### src/rtl/mem_access_stage_pkg.sv
// Shared definitions for the memory-access (MA) pipeline stage.
//  - funct3 load-type codes used by the load extender
//  - RAM access-size codes driven on o_data_rd_en_ctrl
//  - MA/WB pipeline register layout
//  - small helpers that sign/zero-extend a selected byte or half-word
package mem_access_stage_pkg;

  // Load funct3 encodings (RV32I).
  localparam logic [2:0] F3Lb  = 3'b000;
  localparam logic [2:0] F3Lh  = 3'b001;
  localparam logic [2:0] F3Lw  = 3'b010;
  localparam logic [2:0] F3Lbu = 3'b100;
  localparam logic [2:0] F3Lhu = 3'b101;

  // Access size presented to the data RAM. Byte/half/word match funct3[1:0] of loads and stores,
  // so the stage can forward funct3[1:0] directly when an access is active.
  typedef enum logic [1:0] {
    SizeByte = 2'b00,
    SizeHalf = 2'b01,
    SizeWord = 2'b10,
    SizeIdle = 2'b11
  } size_e;

  // MA/WB pipeline register contents.
  typedef struct packed {
    logic        mem_to_reg;
    logic [1:0]  rw_sel;
    logic        reg_wr;
    logic [4:0]  reg_dest;
    logic [31:0] pc_plus_4;
    logic [31:0] result;
    logic [2:0]  funct3;   // kept for load extension in the following cycle
    logic [1:0]  offset;   // byte offset within the word, alu_result[1:0]
  } ma_reg_t;

  function automatic logic [31:0] ext_byte(input logic [7:0] b, input logic is_signed);
    return {{24{is_signed & b[7]}}, b};
  endfunction

  function automatic logic [31:0] ext_half(input logic [15:0] h, input logic is_signed);
    return {{16{is_signed & h[15]}}, h};
  endfunction

endpackage

### src/rtl/mem_access_stage_load_extend.sv
// Load extender for the MA stage (purely combinational).
// Selects the byte or half-word addressed by the byte offset from a full RAM word and sign- or
// zero-extends it according to the load funct3. Unknown funct3 values pass the word through.
// Ports:
//   data_i    RAM read word
//   funct3_i  load type (registered copy from the MA/WB register)
//   offset_i  byte offset within the word (registered alu_result[1:0])
//   data_o    extended load result
module mem_access_stage_load_extend
  import mem_access_stage_pkg::*;
(
  input  logic [31:0] data_i,
  input  logic [2:0]  funct3_i,
  input  logic [1:0]  offset_i,
  output logic [31:0] data_o
);

  logic [7:0]  byte_sel;
  logic [15:0] half_sel;

  always_comb begin
    byte_sel = data_i[7:0];
    unique case (offset_i)
      2'd0: byte_sel = data_i[7:0];
      2'd1: byte_sel = data_i[15:8];
      2'd2: byte_sel = data_i[23:16];
      2'd3: byte_sel = data_i[31:24];
      default: byte_sel = data_i[7:0];
    endcase
  end

  // Half-word loads ignore offset bit 0; misalignment is not trapped.
  assign half_sel = offset_i[1] ? data_i[31:16] : data_i[15:0];

  always_comb begin
    data_o = data_i;
    case (funct3_i)
      F3Lb:    data_o = ext_byte(byte_sel, 1'b1);
      F3Lbu:   data_o = ext_byte(byte_sel, 1'b0);
      F3Lh:    data_o = ext_half(half_sel, 1'b1);
      F3Lhu:   data_o = ext_half(half_sel, 1'b0);
      F3Lw:    data_o = data_i;
      default: data_o = data_i;
    endcase
  end

endmodule

### src/rtl/mem_access_stage.sv
// Memory-access (MA) stage of the RV32I pipeline, between EX and WB.
// Drives enable and access size for an external single-port, write-first, synchronous data RAM
// (address and write data are wired from EX straight to the RAM by the integrator), registers the
// EX results into the MA/WB register, and extends the RAM read word for WB.
// Ports:
//   i_clk, i_rst          clock; synchronous active-high reset
//   i_clk_en              stage enable; 0 holds every register and gates the RAM enable
//   i_data_rd             RAM read word, returned one cycle after the request
//   i_ex_*                EX-stage results and controls (funct7 and store data are not used here)
//   o_data_rd_en_ctrl     RAM access size: 00 byte, 01 half, 10 word, 11 idle
//   o_ma_ram_en           RAM enable
//   o_ma_*                registered EX fields for WB
//   o_ma_read_data        extended load data, valid the cycle after the load request
module mem_access_stage
  import mem_access_stage_pkg::*;
(
  input  logic        i_clk,
  input  logic        i_rst,
  input  logic        i_clk_en,
  input  logic [31:0] i_data_rd,
  input  logic        i_ex_mem_to_reg,
  input  logic [1:0]  i_ex_rw_sel,
  input  logic        i_ex_reg_wr,
  input  logic        i_ex_mem_rd,
  input  logic        i_ex_mem_wr,
  input  logic [31:0] i_ex_pc_plus_4,
  input  logic [31:0] i_ex_alu_result,
  input  logic [31:0] i_ex_reg_read_data2,
  input  logic [4:0]  i_ex_reg_dest,
  input  logic [2:0]  i_ex_funct3,
  input  logic [6:0]  i_ex_funct7,
  output logic [1:0]  o_data_rd_en_ctrl,
  output logic        o_ma_ram_en,
  output logic        o_ma_mem_to_reg,
  output logic [1:0]  o_ma_rw_sel,
  output logic [31:0] o_ma_pc_plus_4,
  output logic [31:0] o_ma_result,
  output logic [4:0]  o_ma_reg_dest,
  output logic        o_ma_reg_wr,
  output logic [31:0] o_ma_read_data
);

  logic    mem_access;
  ma_reg_t ma_d, ma_q;

  // Store data goes to the RAM outside this block; funct7 carries nothing for loads/stores.
  logic unused_inputs;
  assign unused_inputs = ^{i_ex_funct7, i_ex_reg_read_data2};

  // RAM control (combinational).
  assign mem_access        = i_ex_mem_rd | i_ex_mem_wr;
  assign o_ma_ram_en       = i_clk_en & mem_access;
  assign o_data_rd_en_ctrl = mem_access ? i_ex_funct3[1:0] : SizeIdle;

  // MA/WB register next state.
  always_comb begin
    ma_d = ma_q;
    if (i_clk_en) begin
      ma_d.mem_to_reg = i_ex_mem_to_reg;
      ma_d.rw_sel     = i_ex_rw_sel;
      ma_d.reg_wr     = i_ex_reg_wr;
      ma_d.reg_dest   = i_ex_reg_dest;
      ma_d.pc_plus_4  = i_ex_pc_plus_4;
      ma_d.result     = i_ex_alu_result;
      ma_d.funct3     = i_ex_funct3;
      ma_d.offset     = i_ex_alu_result[1:0];
    end
  end

  // Reset wins over the enable and drops whatever was in flight.
  always_ff @(posedge i_clk) begin
    if (i_rst) begin
      ma_q <= '0;
    end else begin
      ma_q <= ma_d;
    end
  end

  assign o_ma_mem_to_reg = ma_q.mem_to_reg;
  assign o_ma_rw_sel     = ma_q.rw_sel;
  assign o_ma_reg_wr     = ma_q.reg_wr;
  assign o_ma_reg_dest   = ma_q.reg_dest;
  assign o_ma_pc_plus_4  = ma_q.pc_plus_4;
  assign o_ma_result     = ma_q.result;

  // RAM data arrives one cycle after the request, lining up with the registered funct3/offset.
  mem_access_stage_load_extend u_load_extend (
    .data_i   (i_data_rd),
    .funct3_i (ma_q.funct3),
    .offset_i (ma_q.offset),
    .data_o   (o_ma_read_data)
  );

endmodule

### config.mk
export PLATFORM = sky130hd
export DESIGN_NAME = mem_access_stage
export DESIGN_NICKNAME = d
export VERILOG_FILES = /design/src/rtl/mem_access_stage_pkg.sv /design/src/rtl/mem_access_stage_load_extend.sv /design/src/rtl/mem_access_stage.sv
export SDC_FILE = /design/constraint.sdc
export NUM_CORES = 1
export LEC_CHECK = 0
export BUFFER_PORTS_ARGS = -buffer_cell sky130_fd_sc_hd__buf_2
export CORE_MARGIN = 2
export CORE_UTILIZATION = 30
export DETAILED_ROUTE_END_ITERATION = 12
export PLACE_DENSITY = 0.57
export SLEW_MARGIN = 10
export SYNTH_ARGS = -nofsm -noshare
export SYNTH_HDL_FRONTEND = slang
export SYNTH_SLANG_ARGS = --single-unit
### constraint.sdc
create_clock -name i_clk -period 4.1 [get_ports i_clk]
set_clock_uncertainty 0.1 [all_clocks]
set_input_delay 0.615 -clock i_clk [delete_from_list [all_inputs] [get_ports i_clk]]
set_output_delay 0.615 -clock i_clk [all_outputs]
set_load 0.03 [all_outputs]
### After elaboration in Yosys (flattened, before gate mapping)

Cells that the tools add are included.
W data, S select, Z words.

* add/subtract/negate cells: 0
* multiply operators: 0
* div/mod/pow operators: 0
* $lt $le $gt $ge: 0
* equal/unequal tests: 6
* shift operators: 0
* muxes and demuxes: 4
* bitwise gates (word level): 2
* reductions and logical operators: 2

Operator list (count)
* $pmux W32 S4: 1
* $pmux W8 S4: 1
* $mux W16: 1
* $eq A3 B3 Y1 const B: 2
* $eq A2 B2 Y1 const B: 2
* $eq A3 B1 Y1 const B: 1
* $logic_not A3 Y1: 1
* $eq A2 B1 Y1 const B: 1
* $logic_not A2 Y1: 1
* $mux W2: 1
* $and A1 B1 Y1: 1
* $or A1 B1 Y1: 1

* bits in registers: 78
* latch bits: 0
* RAM bits: 0
* memory bits (read-only): 0
* input port bits: 152
* output and inout port bits: 108
* word-level logic and storage cells: 22
* memories kept: 0

### Longest topological paths before layout

Gate-level depths: netlist of the first run.

* word-level depth: 3
* gate-level depth with buffers: 5

### Cells and area by module

From an unflattened synthesis of the first run, not the netlist that was laid out.

* cell total of the unflattened synthesis: 431
* area, all modules: 3937.5 sq um

Modules (own cells, without submodules)
* mem_access_stage: times used 1, cells an instance 320, area an instance 3269.4 sq um, seq. area each 1521.5 sq um
* mem_access_stage_load_extend: times used 1, cells an instance 111, area an instance 668.1 sq um, seq. area each 0.0 sq um

### Worst setup path after synthesis of the first run

OpenSTA, ideal clock, no wires.

* path kind: in2out
* start point: input port i_clk_en
* end point: output port o_ma_ram_en
* arrival time: 1.706 ns
* required time: 3.385 ns
* path slack: 1.679 ns
* stages on the path: 4
* cell sequence: clkbuf_1 > buf_4 > buf_2 > nor2b_1

* longest elaborated chain between the ends: 1

Ends and longest elaborated chain
* start: declaration: RTL line mem_access_stage.sv:19 `input logic i_clk_en,`
* $and A1 B1 Y1: RTL line mem_access_stage.sv:52 `assign o_ma_ram_en = i_clk_en & mem_access;`
* end: declaration: RTL line mem_access_stage.sv:33 `output logic o_ma_ram_en,`

No other way between the ends.

==> flow_metrics.py, run 1 <==
metrics = {
    "outcome": {
        "status": "complete, no violations",
    },
    "clock_network": {
        "clock-sinks": 76,
        "clock_latency_ns": 0.33,
        "clkTransAtPathRegs_ns": 0.06,
        "h-tree-depth": 3,
        "root_buffer": "clkbuf_16",
        "postCtsHoldBufs": 0,
        "clockBufferDepth": 2,
        "post_cts_buffers": 0,
        "cts_buffers": 9,
        "ctsResizeCount": 0,
        "cts_tree": "yes",
    },
    "synthesis": {
        "yosysSeqAreaShare_pct": 38.9,
        "avgSynthCellArea_um2": 9.30,
        "synth.top_cell.area_share_pct": 38.9,
        "yosysWarnings": 0,
        "yosys-top-cells-area": "dfxtp_1 39%, mux2i_1 19%, buf_4 15%",
        "post_synth_num_cell_types": 26,
        "syn-cell-area_um2": 3910,
        "synth_area_leader_cell": "dfxtp_1",
        "synthCells": 420,
        "synth_fp_nets": 572,
        "ys_seq_elements": 76,
    },
    "layout": {
        "design_area_um2": 4860,
        "fin_nets": 706,
        "syn2layout_area_growth_pct": 24.3,
        "antenna_cells": 0,
        "final_layout_size_suffix_gt1_share_pct": 45.4,
    },
    "grt": {
        "antenna_found_initial": 0,
        "grt_pass1_wl_um": 15900,
        "grt_max_degree": 45,
        "grt_pass1_vias": 3220,
        "grt.overflow.total": 0,
        "track_usage_pct": 14.3,
    },
    "floorplan": {
        "die_y_um": 118,
        "ioPinCount": 260,
        "num_rows": 41,
        "die_x_um": 118,
        "floorplan.initialDensity_pct": 30.8,
        "core_um2": 12700,
        "die_area_um2": 14000,
    },
    "sta": {
        "setup_tns_ns": 0,
        "min_period_ns": 3.10,
        "relSlewSlack_pct": 52.4,
        "max_freq_mhz": 323,
        "slew_viol_final": 0,
        "tightest_slew_ns": 0.712,
        "fin_crit_sh_pct": 75.6,
        "hold_viol": 0,
        "rsz0062_at_grt": "false",
        "setup_violations": 0,
    },
    "setup_path": {
        "worstSetupPathType": "reg2out",
        "arrival_ns": 2.38,
        "path_max_fanout": 16,
        "cp.required_ns": 3.38,
        "cp-start-kind": "register",
        "cp-end-kind": "output port",
    },
    "placed_design": {
        "numPortBuffers": 220,
        "hpwlAfterDp_um": 7570,
        "placed_area_um2": 4580,
        "routabilityCongestion": 0.811,
    },
    "routing": {
        "antenna_left": 0,
        "drt_iter0_markers": 154,
        "wl_per_cell_um": 13.8,
        "routed_wl_um": 10100,
        "routed-via-count": 3277,
        "dr.pass1.iters": 4,
        "drcViolationCount": 0,
        "via_per_inst": 4.48,
    },
    "run": {
        "maxCapViolations": 0,
    },
    "power": {
        "p_leak_nw": 2.53,
        "power_density_nw_per_um2": 426,
        "irDropWorstVdd_uv": 220,
    },
    "min_path": {
        "min_path_type": "reg2reg",
    },
}
-- worst max-delay path, stage by stage, from the launching register on --
cell and delay [ns]:
dfxtp_1 0.75, mux2_4 0.38, mux2i_2 0.55, o21ai_0 0.16, buf_2 0.21
-- metal layers --
metal | global-route usage, % | part of all wire (%)
met3 | 5.62 | 9.7
met1 | 16.1 | 40
met2 | 24.0 | 48
met4 | 5.95 | 1.7
met5 | 0 | 0
-- final timing paths --
| kind | start | endpoint | slack (ns) | depth (start not counted) |
|---|---|---|---|---|
| max | o_ma_result[1] | o_ma_read_data[31] | 1.00 | 4 |
| min | o_ma_pc_plus_4[27] | o_ma_pc_plus_4[27] | 0.39 | 2 |
| max reg2reg | o_ma_result[1] | o_ma_result[1] | 2.90 | 2 |
| min reg2reg | o_ma_pc_plus_4[27] | o_ma_pc_plus_4[27] | 0.39 | 2 |
-- cells in the mapped netlist --
master / instances
o211ai_1: 1
mux2i_1: 76
buf_4: 77
buf_2: 8
nand2_1: 17
o21bai_1: 1
nor4b_1: 7
mux2i_2: 1
a32o_2: 1
a22o_1: 8
inv_2: 1
a31oi_1: 1
mux2_4: 2
and3b_1: 1
nor4_1: 1
nor2b_1: 4
clkbuf_1: 13
a22oi_1: 1
buf_1: 3
a221o_1: 15
or2_2: 3
o21ai_1: 1
o21ai_0: 15
mux2_2: 7
dfxtp_1: 76
nor2_1: 79
-- cells by family (layout without fill, tap and decap cells) --
group | Yosys count | in the layout | share of synthesized area, %
and+or+nand+nor | 112 | 112 | 12.3
buffers and inverters | 102 | 241 | 17.5
muxes | 86 | 86 | 22.6
DFF | 76 | 76 | 38.9
AOI/OAI and AO/OA | 44 | 44 | 8.71
-- through the flow --
| stage | utilization [%] | total power, mW | cells | hold slack, ns | setup WS, ns |
|---|---|---|---|---|---|
| final | 38.3 | 2.07 | 731 | 0.391 | 1.00 |
| after CTS | 38.3 | 2.10 | 731 | 0.391 | 0.974 |
| after floorplan | - | 1.24 | 420 | 0.362 | 1.68 |
| after global routing | 38.3 | 2.18 | 731 | 0.406 | 0.743 |
| after global placement | 36.1 | 1.35 | 715 | 0.368 | 1.38 |
| after detailed placement | 36.1 | 1.35 | 715 | 0.379 | 1.35 |
-- power breakdown --
| group | switching (mW) | internal [mW] | leakage [nW] |
|---|---|---|---|
| logic | 0.336 | 0.187 | 1.78 |
| clock network | 0.319 | 0.415 | 0.126 |
| registers | 0.0301 | 0.783 | 0.628 |
-- cell usage in the layout, fill, tap and decap left out --
master,synthesis,layout
clkbuf_1,13,1
nor4_1,1,1
nor2b_1,4,4
a22o_1,8,8
clkinvlp_4,0,3
inv_2,1,1
o21bai_1,1,1
buf_2,8,219
mux2i_1,76,76
nor4b_1,7,7
inv_6,0,2
o21ai_1,1,1
mux2_4,2,2
and3b_1,1,1
nand2_1,17,17
a31oi_1,1,1
a22oi_1,1,1
a32o_2,1,1
clkbuf_16,0,9
mux2i_2,1,1
a221o_1,15,15
clkinv_4,0,1
o211ai_1,1,1
or2_2,3,3
mux2_2,7,7
dfxtp_1,76,76
nor2_1,79,79
buf_4,77,5
o21ai_0,15,15
-- layout make-up --
class,count,area [um2]
clock buffers,10,229
clock inverters,6,48.8
fillers,1312,7820
inverters,1,3.75
multi-input cells,242,1700
flip-flops and latches,76,1520
well taps,172,215
repair buffers,224,1130
No activity file was read; power rests on OpenSTA's default activity.
==> run 2, diff against run 1 <==
==> constraint.sdc (replaced) <==
create_clock -name i_clk -period 3.2 [get_ports i_clk]
set_clock_uncertainty 0.1 [all_clocks]
set_input_delay 0.48 -clock i_clk [delete_from_list [all_inputs] [get_ports i_clk]]
set_output_delay 0.48 -clock i_clk [all_outputs]
set_load 0.03 [all_outputs]
==> run 2 against run 1 <==
Net effect: register-to-register slack got worse by 1.1 ns; combinational power rose by 29%; routed wire length down 1.1%; die area did not move; setup slack lost 0.51 ns; worst hold slack got worse by 0.11 ns; first-iteration DRC count grew 30%; cell count rose by 0.27%; sequential cell count is the same; critical endpoint is now o_ma_read_data[1]; largest power group unchanged.
==> flow_metrics.py, run 2 (synthesis gave the netlist of run 1 again) <==
metrics = {
    "setup_path": {
        "cp-start-kind": "register",
        "worstSetupPathType": "reg2out",
        "crit_slowest_cell": "dfxtp_1",
        "critical_path.endpoint": "o_ma_read_data[1]",
        "arrival_ns": 2.13,
        "cp-end-kind": "output port",
        "path_max_fanout": 14,
        "regToRegSetupSlack_ns": 1.76,
        "slowest_delay_ns": 0.63,
        "crit_chain": "nor2b_1 -> buf_4 -> o21bai_1 -> a221o_1 -> buf_2",
        "rr_startpoint": "ma_q[3]",
        "reg2reg_to": "ma_q[3]",
        "cp.required_ns": 2.62,
        "reg2reg_depth": 3,
        "critPathLaunch": "ma_q[2]",
    },
    "power": {
        "p_leak_nw": 2.56,
        "irDropWorstVdd_uv": 376,
        "totalPowerFinal_mw": 2.67,
        "power_density_nw_per_um2": 546,
    },
    "clock_network": {
        "cts_tree": "yes",
        "root_buffer": "clkbuf_16",
        "postCtsHoldBufs": 0,
        "clock-sinks": 76,
        "h-tree-depth": 3,
        "post_cts_buffers": 0,
        "clkTransAtPathRegs_ns": 0.06,
        "clockBufferDepth": 2,
        "cts_buffers": 9,
        "ctsResizeCount": 0,
        "clock_latency_ns": 0.33,
    },
    "layout": {
        "final_layout_size_suffix_gt1_share_pct": 45.8,
        "syn2layout_area_growth_pct": 25.3,
        "antenna_cells": 0,
        "most-common-layout-cells": "219 x buf_2, 79 x nor2_1, 76 x mux2i_1, 76 x dfxtp_1, 17 x nand2_1",
        "final_common_cell": "buf_2",
        "final_cells": 733,
        "fin_nets": 708,
        "fillers": 1335,
    },
    "min_path": {
        "min_path_type": "in2reg",
        "whs_path_depth": 3,
    },
    "routing": {
        "dr.pass1.iters": 4,
        "drt_iter0_markers": 200,
        "routed_wl_um": 9960,
        "wl_per_cell_um": 13.6,
        "antenna_left": 0,
        "routed-via-count": 3300,
        "via_per_inst": 4.50,
        "drcViolationCount": 0,
    },
    "grt": {
        "grt_pass1_wl_um": 16000,
        "track_usage_pct": 14.2,
        "antenna_found_initial": 0,
        "grt_pass1_vias": 3217,
        "grt.overflow.total": 0,
        "grt_max_degree": 48,
    },
    "floorplan": {
        "die_y_um": 118,
        "num_rows": 41,
        "core_um2": 12700,
        "die_area_um2": 14000,
        "die_x_um": 118,
        "ioPinCount": 260,
        "floorplan.initialDensity_pct": 30.8,
    },
    "placed_design": {
        "placed_cells": 717,
        "routabilityCongestion": 0.783,
        "preCtsSetupSlack_ns": 0.814,
        "hpwlAfterDp_um": 7480,
        "numPortBuffers": 220,
    },
    "sta": {
        "max_freq_mhz": 369,
        "setup_violations": 0,
        "whs_ns": 0.281,
        "setup_tns_ns": 0,
        "slew_viol_final": 0,
        "min_period_ns": 2.71,
        "rsz0062_at_grt": "false",
        "relSlewSlack_pct": 54.7,
        "setup_slack_ns": 0.492,
        "tightest_slew_ns": 0.666,
        "fin_crit_sh_pct": 84.6,
        "hold_viol": 0,
    },
    "outcome": {
        "status": "complete, no violations",
    },
    "run": {
        "maxCapViolations": 0,
    },
}
[run 2: critical path, delay by kind of cell (launching register included)]
kind                   cells  cell delay, ns
AO/OA/AOI/OAI              2            0.70
flip-flops                 1            0.63
buffers and inverters      2            0.38
AND/OR/NAND/NOR            1            0.09
[run 2: power by group]
| part | internal (mW) | total, mW | leakage [nW] | switching (mW) |
|---|---|---|---|---|
| registers | 1.00 | 1.04 | 0.628 | 0.0337 |
| clock network | 0.567 | 0.959 | 0.134 | 0.392 |
| logic | 0.243 | 0.677 | 1.80 | 0.434 |
[run 2: routing by layer]
| metal | up-vias | global-route usage [%] | wire (um) |
|---|---|---|---|
| li1 | 1637 | - | - |
| met1 | 1487 | 16.0 | 4030 |
| met2 | 165 | 23.8 | 4770 |
| met3 | 11 | 6.20 | 1030 |
| met4 | 0 | 5.12 | 129 |
| met5 | - | 0 | 0 |
[run 2: worst min-delay path by stage]
stage	from	to	slack, ns
floorplan	o_ma_pc_plus_4[21]	o_ma_pc_plus_4[21]	0.36
global placement	o_ma_pc_plus_4[14]	o_ma_pc_plus_4[14]	0.37
detailed placement	o_ma_pc_plus_4[20]	o_ma_pc_plus_4[20]	0.38
CTS	i_ex_alu_result[7]	o_ma_result[7]	0.27
global route	i_ex_pc_plus_4[31]	o_ma_pc_plus_4[31]	0.28
finish	i_ex_alu_result[7]	o_ma_result[7]	0.28
[run 2: layout make-up]
class | instances | area [um2] | area share, %
multi-input combinational | 242 | 1700 | 34.8
sequential | 76 | 1520 | 31.1
timing repair buffer | 226 | 1160 | 23.7
clock buffer | 11 | 253 | 5.16
tap | 172 | 215 | 4.40
clock inverter | 5 | 36.3 | 0.741
inverter | 1 | 3.75 | 0.0767
[run 2: through the flow]
step / instance area [um2] / util, %
after floorplan: 3910 / -
after global placement: 4610 / 36.3
after detailed placement: 4610 / 36.3
after CTS: 4890 / 38.6
final: 4890 / 38.6
after global routing: 4890 / 38.6
